<file path="src/rtl/seg_display_scanner_pkg.sv">
// -----------------------------------------------------------------------------
// seg_display_scanner_pkg
//   Shared definitions for the 7-segment scanner.
//   - state_t     : scanner FSM state (BLANK = all dark, DRIVE = one digit lit)
//   - SEG_OFF_AH  : active-high "all segments off" pattern
//   - hex_seg()   : hex nibble -> active-high {g,f,e,d,c,b,a} pattern
// -----------------------------------------------------------------------------
package seg_display_scanner_pkg;

  typedef enum logic {
    ST_BLANK = 1'b0,
    ST_DRIVE = 1'b1
  } state_t;

  localparam logic [6:0] SEG_OFF_AH = 7'h00;

  function automatic logic [6:0] hex_seg(input logic [3:0] hex);
    logic [6:0] seg;
    case (hex)
      4'h0: seg = 7'h3F;
      4'h1: seg = 7'h06;
      4'h2: seg = 7'h5B;
      4'h3: seg = 7'h4F;
      4'h4: seg = 7'h66;
      4'h5: seg = 7'h6D;
      4'h6: seg = 7'h7D;
      4'h7: seg = 7'h07;
      4'h8: seg = 7'h7F;
      4'h9: seg = 7'h6F;
      4'hA: seg = 7'h77;
      4'hB: seg = 7'h7C;
      4'hC: seg = 7'h39;
      4'hD: seg = 7'h5E;
      4'hE: seg = 7'h79;
      default: seg = 7'h71;
    endcase
    return seg;
  endfunction

endpackage

</file>
<file path="src/rtl/seg_display_scanner_hex_to_7seg.sv">
// -----------------------------------------------------------------------------
// hex_to_7seg
//   Combinational hex-to-7-segment decoder, active-high output.
//   Ports:
//     i_hex  in  4  hex nibble
//     o_seg  out 7  {g,f,e,d,c,b,a}, 1 = segment lit
// -----------------------------------------------------------------------------
module hex_to_7seg
  import seg_display_scanner_pkg::*;
(
  input  logic [3:0] i_hex,
  output logic [6:0] o_seg
);

  always_comb begin
    o_seg = hex_seg(i_hex);
  end

endmodule

</file>
<file path="src/rtl/seg_display_scanner.sv">
// -----------------------------------------------------------------------------
// seg_display_scanner
//   Time-multiplexed 7-segment display driver. Each rising edge of the divided
//   scan_clock level moves on to the next digit; every digit is preceded by a
//   BLANK_CYCLES-long all-dark gap to suppress ghosting. All outputs registered.
//   Ports:
//     clock         in   1            system clock
//     reset         in   1            synchronous, active-high
//     scan_clock    in   1            divided scan level (edge-detected here)
//     value         in   4*NUM_DIGITS hex nibbles, digit 0 = value[3:0]
//     digit_enable  in   NUM_DIGITS   1 = digit may light
//     dp_in         in   NUM_DIGITS   decimal point request per digit
//     anode         out  NUM_DIGITS   digit select (polarity ANODE_ACTIVE_LOW)
//     segment       out  7            {g,f,e,d,c,b,a} (polarity SEG_ACTIVE_LOW)
//     dp_out        out  1            decimal point (polarity SEG_ACTIVE_LOW)
//     digit_index   out  IW           digit currently selected
//     dbg_state     out  state_t      FSM state, for observation only
// -----------------------------------------------------------------------------
module seg_display_scanner
  import seg_display_scanner_pkg::*;
#(
  parameter int NUM_DIGITS       = 4,
  parameter int BLANK_CYCLES     = 16,
  parameter bit ANODE_ACTIVE_LOW = 1'b1,
  parameter bit SEG_ACTIVE_LOW   = 1'b1,
  localparam int IW = (NUM_DIGITS > 1) ? $clog2(NUM_DIGITS) : 1
) (
  input  logic                    clock,
  input  logic                    reset,
  input  logic                    scan_clock,
  input  logic [4*NUM_DIGITS-1:0] value,
  input  logic [NUM_DIGITS-1:0]   digit_enable,
  input  logic [NUM_DIGITS-1:0]   dp_in,
  output logic [NUM_DIGITS-1:0]   anode,
  output logic [6:0]              segment,
  output logic                    dp_out,
  output logic [IW-1:0]           digit_index,
  output state_t                  dbg_state
);

  localparam int CW = (BLANK_CYCLES > 1) ? $clog2(BLANK_CYCLES) : 1;
  localparam logic [CW-1:0] LAST_CNT = CW'(BLANK_CYCLES - 1);
  localparam logic [IW-1:0] LAST_IDX = IW'(NUM_DIGITS - 1);

  state_t          r_state;
  logic [CW-1:0]   r_cnt;
  logic            r_scan_q;
  logic [3:0]      r_snap_nib;
  logic            r_snap_en;
  logic            r_snap_dp;

  logic            w_scan_edge;
  logic [3:0]      w_nib;
  logic            w_en;
  logic            w_dp;
  logic [6:0]      w_seg_ah;
  logic [NUM_DIGITS-1:0] w_anode_ah;
  logic [NUM_DIGITS-1:0] w_anode_pin;
  logic [6:0]      w_seg_pin;
  logic            w_dp_pin;
  logic [NUM_DIGITS-1:0] w_anode_dark;
  logic [6:0]      w_seg_dark;
  logic            w_dp_dark;

  // r_scan_q resets high so a scan level already high at reset release is
  // not mistaken for a fresh edge.
  assign w_scan_edge = scan_clock & ~r_scan_q;

  // In BLANK the decoder looks at the live inputs so the DRIVE outputs can be
  // loaded on the very edge that leaves BLANK; in DRIVE it re-decodes the
  // snapshot, so input changes mid-DRIVE have no effect.
  always_comb begin
    if (r_state == ST_BLANK) begin
      w_nib = value[int'(digit_index)*4 +: 4];
      w_en  = digit_enable[digit_index];
      w_dp  = dp_in[digit_index];
    end else begin
      w_nib = r_snap_nib;
      w_en  = r_snap_en;
      w_dp  = r_snap_dp;
    end
  end

  hex_to_7seg u_dec (
    .i_hex (w_nib),
    .o_seg (w_seg_ah)
  );

  // Gating by enable first, polarity last.
  assign w_anode_ah   = w_en ? (NUM_DIGITS'(1) << digit_index) : '0;
  assign w_anode_pin  = ANODE_ACTIVE_LOW ? ~w_anode_ah : w_anode_ah;
  assign w_seg_pin    = SEG_ACTIVE_LOW ? ~(w_en ? w_seg_ah : SEG_OFF_AH)
                                       :  (w_en ? w_seg_ah : SEG_OFF_AH);
  assign w_dp_pin     = SEG_ACTIVE_LOW ? ~(w_en & w_dp) : (w_en & w_dp);
  assign w_anode_dark = ANODE_ACTIVE_LOW ? '1 : '0;
  assign w_seg_dark   = SEG_ACTIVE_LOW ? ~SEG_OFF_AH : SEG_OFF_AH;
  assign w_dp_dark    = SEG_ACTIVE_LOW;

  assign dbg_state = r_state;

  always_ff @(posedge clock) begin
    if (reset) begin
      r_state     <= ST_BLANK;
      r_cnt       <= '0;
      r_scan_q    <= 1'b1;
      digit_index <= '0;
      r_snap_nib  <= '0;
      r_snap_en   <= 1'b0;
      r_snap_dp   <= 1'b0;
      anode       <= w_anode_dark;
      segment     <= w_seg_dark;
      dp_out      <= w_dp_dark;
    end else begin
      r_scan_q <= scan_clock;
      case (r_state)
        ST_BLANK: begin
          // Scan edges arriving here are dropped on purpose.
          if (r_cnt == LAST_CNT) begin
            r_cnt      <= '0;
            r_state    <= ST_DRIVE;
            r_snap_nib <= w_nib;
            r_snap_en  <= w_en;
            r_snap_dp  <= w_dp;
            anode      <= w_anode_pin;
            segment    <= w_seg_pin;
            dp_out     <= w_dp_pin;
          end else begin
            r_cnt   <= r_cnt + 1'b1;
            anode   <= w_anode_dark;
            segment <= w_seg_dark;
            dp_out  <= w_dp_dark;
          end
        end
        default: begin
          if (w_scan_edge) begin
            digit_index <= (digit_index == LAST_IDX) ? '0 : digit_index + 1'b1;
            r_state     <= ST_BLANK;
            anode       <= w_anode_dark;
            segment     <= w_seg_dark;
            dp_out      <= w_dp_dark;
          end else begin
            anode   <= w_anode_pin;
            segment <= w_seg_pin;
            dp_out  <= w_dp_pin;
          end
        end
      endcase
    end
  end

endmodule

</file>
<file path="config.mk">
export PLATFORM = sky130hd
export DESIGN_NAME = seg_display_scanner
export DESIGN_NICKNAME = d
export VERILOG_FILES = /design/src/rtl/seg_display_scanner_pkg.sv /design/src/rtl/seg_display_scanner_hex_to_7seg.sv /design/src/rtl/seg_display_scanner.sv
export SDC_FILE = /design/constraint.sdc
export NUM_CORES = 1
export LEC_CHECK = 0
export ABC_CLOCK_PERIOD_IN_PS = 5600
export BUFFER_PORTS_ARGS = -buffer_cell sky130_fd_sc_hd__buf_2
export CAP_MARGIN = 20
export CORE_ASPECT_RATIO = 0.6
export CORE_UTILIZATION = 55
export DETAILED_ROUTE_END_ITERATION = 16
export PLACE_DENSITY_LB_ADDON = 0.05
export SYNTH_ARGS = -nofsm -noshare
export SYNTH_HDL_FRONTEND = slang
export SYNTH_HIERARCHICAL = 1
export SYNTH_SLANG_ARGS = --single-unit
</file>
<file path="constraint.sdc">
create_clock -name clock -period 5.6 [get_ports clock]
set_clock_uncertainty 0.05 [all_clocks]
set_input_delay 0.56 -clock clock [delete_from_list [all_inputs] [get_ports clock]]
set_output_delay 0.56 -clock clock [all_outputs]
set_load 0.01 [all_outputs]
</file>
==> results of run 1 <==
[layout by cell type (no fill, tap or decap), types with 2 or more instances in the layout]
cell	instances
mux4_1	3
mux4_2	2
or3_1	2
ha_1	12
nand2_1	9
mux2_2	5
nand2b_1	8
dfxtp_1	26
nor2b_1	4
buf_2	42
nand3_1	11
mux2i_1	9
inv_1	4
o21ai_0	2
clkbuf_8	3
xnor2_1	2
a21oi_1	10
nor2_1	11
[where the power goes]
group | switching (mW) | total, mW | internal [mW]
sequential | 0.00221 | 0.189 | 0.187
combinational | 0.0231 | 0.0439 | 0.0208
clock | 0.0589 | 0.155 | 0.0956
total | 0.0842 | 0.388 | 0.303
[synthesized netlist by cell type, types with 2 or more instances]
library cell | count | share of area [%]
nor2b_1 | 4 | 1.8
or3_1 | 2 | 0.88
o21ai_0 | 2 | 0.70
a21oi_1 | 10 | 3.5
nand2_1 | 9 | 2.4
mux4_2 | 2 | 3.2
buf_2 | 2 | 0.70
xnor2_1 | 2 | 1.2
dfxtp_1 | 26 | 36
inv_1 | 4 | 1.1
nand2b_1 | 8 | 3.5
mux4_1 | 3 | 5.5
mux2_2 | 5 | 3.9
nor2_1 | 11 | 2.9
buf_4 | 4 | 2.1
nand3_1 | 11 | 3.9
ha_1 | 12 | 11
mux2i_1 | 9 | 6.3
[layer usage]
layer | GRT usage [%] | up-vias | part of all wire, %
met3 | 6.32 | 8 | 6.2
met2 | 43.0 | 49 | 48
met5 | 0 | - | 0
met1 | 33.3 | 535 | 44
met4 | 8.33 | 0 | 1.9
li1 | - | 583 | -
[area by class of cell]
| type | count | area, µm² | share of cell area, % |
|---|---|---|---|
| Tap cell | 30 | 37.5 | 2.22 |
| Timing Repair Buffer | 42 | 210 | 12.4 |
| Clock buffer | 3 | 41.3 | 2.44 |
| Sequential cell | 26 | 520 | 30.8 |
| Clock inverter | 1 | 30.0 | 1.78 |
| Multi-Input combinational cell | 104 | 833 | 49.3 |
| Inverter | 5 | 18.8 | 1.11 |
[through the flow]
stage | util, % | hold WS (ns)
global placement | 69.9 | 0.396
detailed placement | 70.2 | 0.399
CTS | 73.2 | 0.411
finish | 73.2 | 0.408
floorplan | - | 0.380
global route | 73.2 | 0.453
[worst min path at each step]
| stage | start | end |
|---|---|---|
| after floorplan | r_snap_en | r_snap_en |
| after global placement | r_snap_en | r_snap_en |
| after detailed placement | r_snap_en | r_snap_en |
| after CTS | r_snap_en | r_snap_en |
| after global routing | r_snap_en | r_snap_en |
| final | r_snap_en | r_snap_en |
[worst reg2reg max path, stage by stage, from the launching register on]
cell     delay (ns)
dfxtp_1        0.69
mux4_2         0.60
mux2_2         0.33
ha_1           0.24
or2_1          0.23
and3_1         0.18
a31oi_2        0.17
nand3_1        0.10
[sequential cells by signal (all words and copies together) (netlist names)]
name         count
segment          7
anode            4
r_cnt            4
r_snap_nib       4
digit_index      2
dbg_state        1
dp_out           1
r_scan_q         1
r_snap_dp        1
r_snap_en        1
[cell families after synthesis]
logic type      after synthesis  synth area share (%)
compound gates               19                  8.94
xor+xnor                      2                  1.23
fa+ha+maj                    12                  10.5
buf+inv                      13                  5.17
flops                        26                  36.5
mux                          19                  18.9
simple gates                 52                  18.8
==> metrics.md, run 1 <==
| Metric | Value |
|---|---|
| Outcome | completed |
| Postcts setup bufs | 0 |
| RR Endpoint | segment[3] |
| Initial Utilization | 61.8% |
| Clock Root Buffer | clkbuf_8 |
| Share of cells above drive strength 1 | 32.0% |
| CP Launch Point | digit_index[0] |
| First-pass DRT Iterations | 4 |
| Antenna-violating nets left | 0 |
| Std cell rows | 13 |
| Grt ovf | 0 |
| P_leak | 0.740 nW |
| Largest net degree at the start of global routing | 17 |
| GRT Overall Usage | 26.1% |
| Reg2Reg Setup Slack | 2.87 ns |
| Final wirelength | 3.23 mm |
| Input/output buffers | 41 |
| Nets | 221 |
| Initial antenna violation count | 0 |
| Average size of a mapped cell | 9.98 µm² |
| CP required | 5.67 ns |
| Top FF cell, synth | dfxtp_1 |
| Tightest Pin Transition | 0.836 ns |
| CTS tree | done |
| Yosys warns | 6 |
| Hold Crit Class | reg -> reg |
| Routed vias | 1175 |
| Final Hold Vio Count | 0 |
| Worst-path clk slew | 0.09 ns |
| Die Y | 41.5 µm |
| Fmax | 0.367 GHz |
| Setup tns final | 0 ns |
| Area delta synth->final | 18.5% |
| Setup CP Type | reg -> reg |
| Finished Cell Area | 0.00169 mm² |
| Async S/R FF share, synth | 0% |
| Post-synth EDFFs | 0 |
| Pwr per Cell Area | 229 mW/mm² |
| Critical-path top delay cell | dfxtp_1 |
| DP Cell Count | 207 |
| Period utilization | 48.7% |
| Count of non-filler cells in the finished layout | 211 |
| Worst path depth | 7 |
| Peak VDD IR | 0.140 mV |
| # clock sinks | 26 |
| Post-Synthesis Cell Area | 0.00143 mm² |
| Period minus WS final | 2.73 ns |
| Worst Hold Path Cells | 2 |
| Placed Area | 0.00162 mm² |
| Routed wire per std cell | 15.3 µm |
| Critical Path Fanout Max | 13 |
| Sequential area share after synthesis | 36.5% |
| Setup slack after layout | 2.87 ns |
| Worst Path Arrival | 2.80 ns |
| Post-DP HPWL | 2.55 mm |
| Max Cap Viol | 0 |
| Core Area | 0.00231 mm² |
| Boundary Pins | 42 |
| Via density per instance | 5.57 |
| Resized Gates After CTS | 0 |
| RSZ-0062 raised after global routing | no |
| Antenna diodes | 0 |
| Worst r2r src | digit_index[0] |
| Final GP Congestion | 0.908 |
| Syn nets | 182 |
| Startpoint Class | register |
| CTS Hold Buffers Added | 0 |
| Final setup violation count | 0 |
| CTS H-Tree Depth | 1 |
| Global-route wire length before repair | 5.37 mm |
| Clock tree buffer depth | 2 |
| Total CTS buffers | 3 |
| CP delay by family, top | multiplexers |
| Yosys reg bits | 26 |
| Design Power | 0.388 mW |
| Die W | 67.8 µm |
| Worst R2R Path Depth | 7 |
| Setup WS pre-CTS | 2.91 ns |
| Number of global-route vias before repair | 1177 |
| Detailed-route DRC error count | 0 |
| Slew Limit Headroom | 44.3% |
| 1st-iter DRT viols | 103 |
| Worst setup EP type | register |
| Pins Over Slew Limit | 0 |
| Synth cell types | 35 |
| CP bufs+invs | 0 |
| Worst-skew pair later-pin latency | 0.27 ns |
| Fillers | 177 |
| Post-Syn Instances | 143 |
| CP Cell Sequence | mux4_2 > mux2_2 > ha_1 > or2_1 > and3_1 > a31oi_2 > nand3_1 |
| Die area | 0.00281 mm² |
| Worst setup path endpoint | segment[3] |
| CP max stage delay | 0.69 ns |
No activity file was read; power rests on OpenSTA's default activity.
==> inputs of run 2 (changes only) <==
Settings changed: ABC_AREA from default to 1, ABC_CLOCK_PERIOD_IN_PS 5600 to 2700, CORE_UTILIZATION 55 to 52.
Clock period 5.6 ns to 2.7 ns, I/O delays scaled along.
==> metrics.md, run 2 <==
| Metric | Value |
|---|---|
| Outcome | completed |
| Syn nets | 268 |
| Peak VDD IR | 0.286 mV |
| 1st-iter DRT viols | 102 |
| Pwr per Cell Area | 401 mW/mm² |
| RR Endpoint | segment[3] |
| Final setup violation count | 0 |
| Largest net degree at the start of global routing | 20 |
| Finished Cell Area | 0.00182 mm² |
| Worst r2r src | dbg_state |
| Detailed-route DRC error count | 0 |
| Die area | 0.00323 mm² |
| Synth cell types | 23 |
| Worst-skew pair later-pin latency | 0.27 ns |
| Die Y | 44.4 µm |
| Period minus WS final | 2.11 ns |
| Resized Gates After CTS | 0 |
| Std cell rows | 14 |
| Worst Path Arrival | 2.27 ns |
| Design Power | 0.731 mW |
| CP max stage delay | 0.59 ns |
| Fmax | 0.475 GHz |
| Async S/R FF share, synth | 0% |
| Worst path depth | 10 |
| Core Area | 0.00266 mm² |
| Commonest cells post-synth | 82 x nand2_1, 34 x nand3_1, 26 x dfxtp_1, 26 x inv_1, 12 x ha_1 |
| Max FFs per register | 7 |
| Initial antenna violation count | 0 |
| Top FF cell, synth | dfxtp_1 |
| Hold EP | r_scan_q |
| Startpoint Class | register |
| Routed vias | 1417 |
| Number of global-route vias before repair | 1135 |
| Initial Utilization | 58.6% |
| Postcts setup bufs | 0 |
| GRT Overall Usage | 22.3% |
| Clock Root Buffer | clkbuf_8 |
| Placed Area | 0.00177 mm² |
| Average size of a mapped cell | 6.81 µm² |
| Grt ovf | 0 |
| Total CTS buffers | 3 |
| DP Cell Count | 304 |
| Multi-input logic area | 863 µm² |
| Yosys reg bits | 26 |
| Antenna-violating nets left | 0 |
| Nets | 308 |
| Period utilization | 78.0% |
| Via density per instance | 4.60 |
| Area leader, netlist | dfxtp_1 |
| Share of cells above drive strength 1 | 23.1% |
| P_leak | 0.981 nW |
| Max Cap Viol | 0 |
| Worst R2R Path Depth | 10 |
| Post-Syn Instances | 229 |
| Worst Hold Path Cells | 3 |
| CP bufs+invs | 2 |
| Slew Limit Headroom | 57.9% |
| Count of non-filler cells in the finished layout | 308 |
| CTS Hold Buffers Added | 0 |
| RSZ-0062 raised after global routing | no |
| Tightest Pin Transition | 0.632 ns |
| Die W | 72.7 µm |
| CTS H-Tree Depth | 1 |
| First-pass DRT Iterations | 4 |
| CTS tree | done |
| CP Launch Point | dbg_state |
| Most frequent cells in the layout | 82 x nand2_1, 41 x buf_2, 34 x nand3_1, 26 x inv_1, 26 x dfxtp_1 |
| Setup WS pre-CTS | 0.654 ns |
| Post-DP HPWL | 2.66 mm |
| Fillers | 245 |
| Largest reg by FF count | segment |
| CP delay by family, top | simple AND/OR/NAND/NOR gates |
| Largest cells by area after synthesis | dfxtp_1 33%, nand2_1 20%, nand3_1 11% |
| Pins Over Slew Limit | 0 |
| # clock sinks | 26 |
| Input/output buffers | 41 |
| Most common cell after layout, fill and taps aside | nand2_1 |
| Reg area | 520 µm² |
| Clock tree buffer depth | 2 |
| Yosys warns | 6 |
| Area delta synth->final | 16.8% |
| Sequential area share after synthesis | 33.4% |
| Synth top area share | 33.4% |
| Setup tns final | 0 ns |
| Final Hold Vio Count | 0 |
| CP required | 2.86 ns |
| Boundary Pins | 42 |
| Antenna diodes | 0 |
| Worst setup EP type | register |
| Worst-path clk slew | 0.08 ns |
| Routed wire per std cell | 11.2 µm |
| Hold Crit Class | in -> reg |
| Critical Path Fanout Max | 19 |
| Critical-path top delay cell | dfxtp_1 |
| Setup CP Type | reg -> reg |
| Setup slack after layout | 0.594 ns |
| CP Cell Sequence | inv_8 > or2_2 > and2_1 > inv_1 > ha_1 > nand2_1 > o21ai_0 > nand2_1 > nand2_1 > nand3_1 |
| Min-delay src | scan_clock |
| Critical path's most frequent cell | nand2_1 |
| Global-route wire length before repair | 5.33 mm |
| Final GP Congestion | 0.914 |
| Most common cell in the netlist | nand2_1 |
| Reg2Reg Setup Slack | 0.59 ns |
| Post-Synthesis Cell Area | 0.00156 mm² |
| Post-synth EDFFs | 0 |
| Final wirelength | 3.44 mm |
run 2: cell count changes in the layout (fill, tap and decap cells not counted), sizes merged, moves of 4 or more:
cell	previous run	this run
nand2b	8	0
o21ai	2	6
mux2i	9	0
nor2b	4	0
and2	0	4
inv	5	30
mux4	5	0
nand2	9	84
or2	2	6
mux2	5	0
a21oi	10	4
nand3	12	36
run 2: worst max path at each step:
| stage | slack, ns | endpoint |
|---|---|---|
| after global placement | 0.69 | segment[1] |
| after detailed placement | 0.65 | segment[3] |
| after CTS | 0.63 | segment[3] |
| after floorplan | 0.74 | segment[3] |
| final | 0.59 | segment[3] |
| after global routing | 0.49 | segment[5] |
run 2: metrics by stage:
stage / hold WS (ns) / util, %
after floorplan: 0.297 / -
after global placement: 0.383 / 66.4
after detailed placement: 0.387 / 66.4
after CTS: 0.151 / 68.4
after global routing: 0.162 / 68.4
final: 0.153 / 68.4
run 2: where the power goes:
part	total [mW]	switching [mW]	internal, mW
registers	0.392	0.00413	0.388
logic	0.0944	0.0559	0.0384
clock network	0.245	0.115	0.130
total	0.731	0.175	0.556
run 2: per-layer routing:
metal	vias up	wire [µm]	global-route usage (%)
li1	791	-	-
met1	565	1970	36.9
met2	57	1170	28.6
met3	4	280	5.01
met4	0	19	3.53
met5	-	0	0
run 2: tightest hold or removal path, stage by stage:
cell and delay, ns:
buf_2 0.07, inv_1 0.04, nand2_1 0.06
run 2: logic make-up after synthesis:
group,share of synthesized area [%]
buffers and inverters,11.3
XOR/XNOR,1.12
AND/OR/NAND/NOR,41.1
AO/OA/AOI/OAI,3.45
adder cells (fa/ha/maj),9.62
flip-flops,33.4
run 2: cell type report:
class	instances	share of cell area [%]
inverters	30	6.59
multi-input cells	166	47.4
flip-flops and latches	26	28.6
repair buffers	42	11.7
well taps	40	2.75
clock buffers	4	3.02
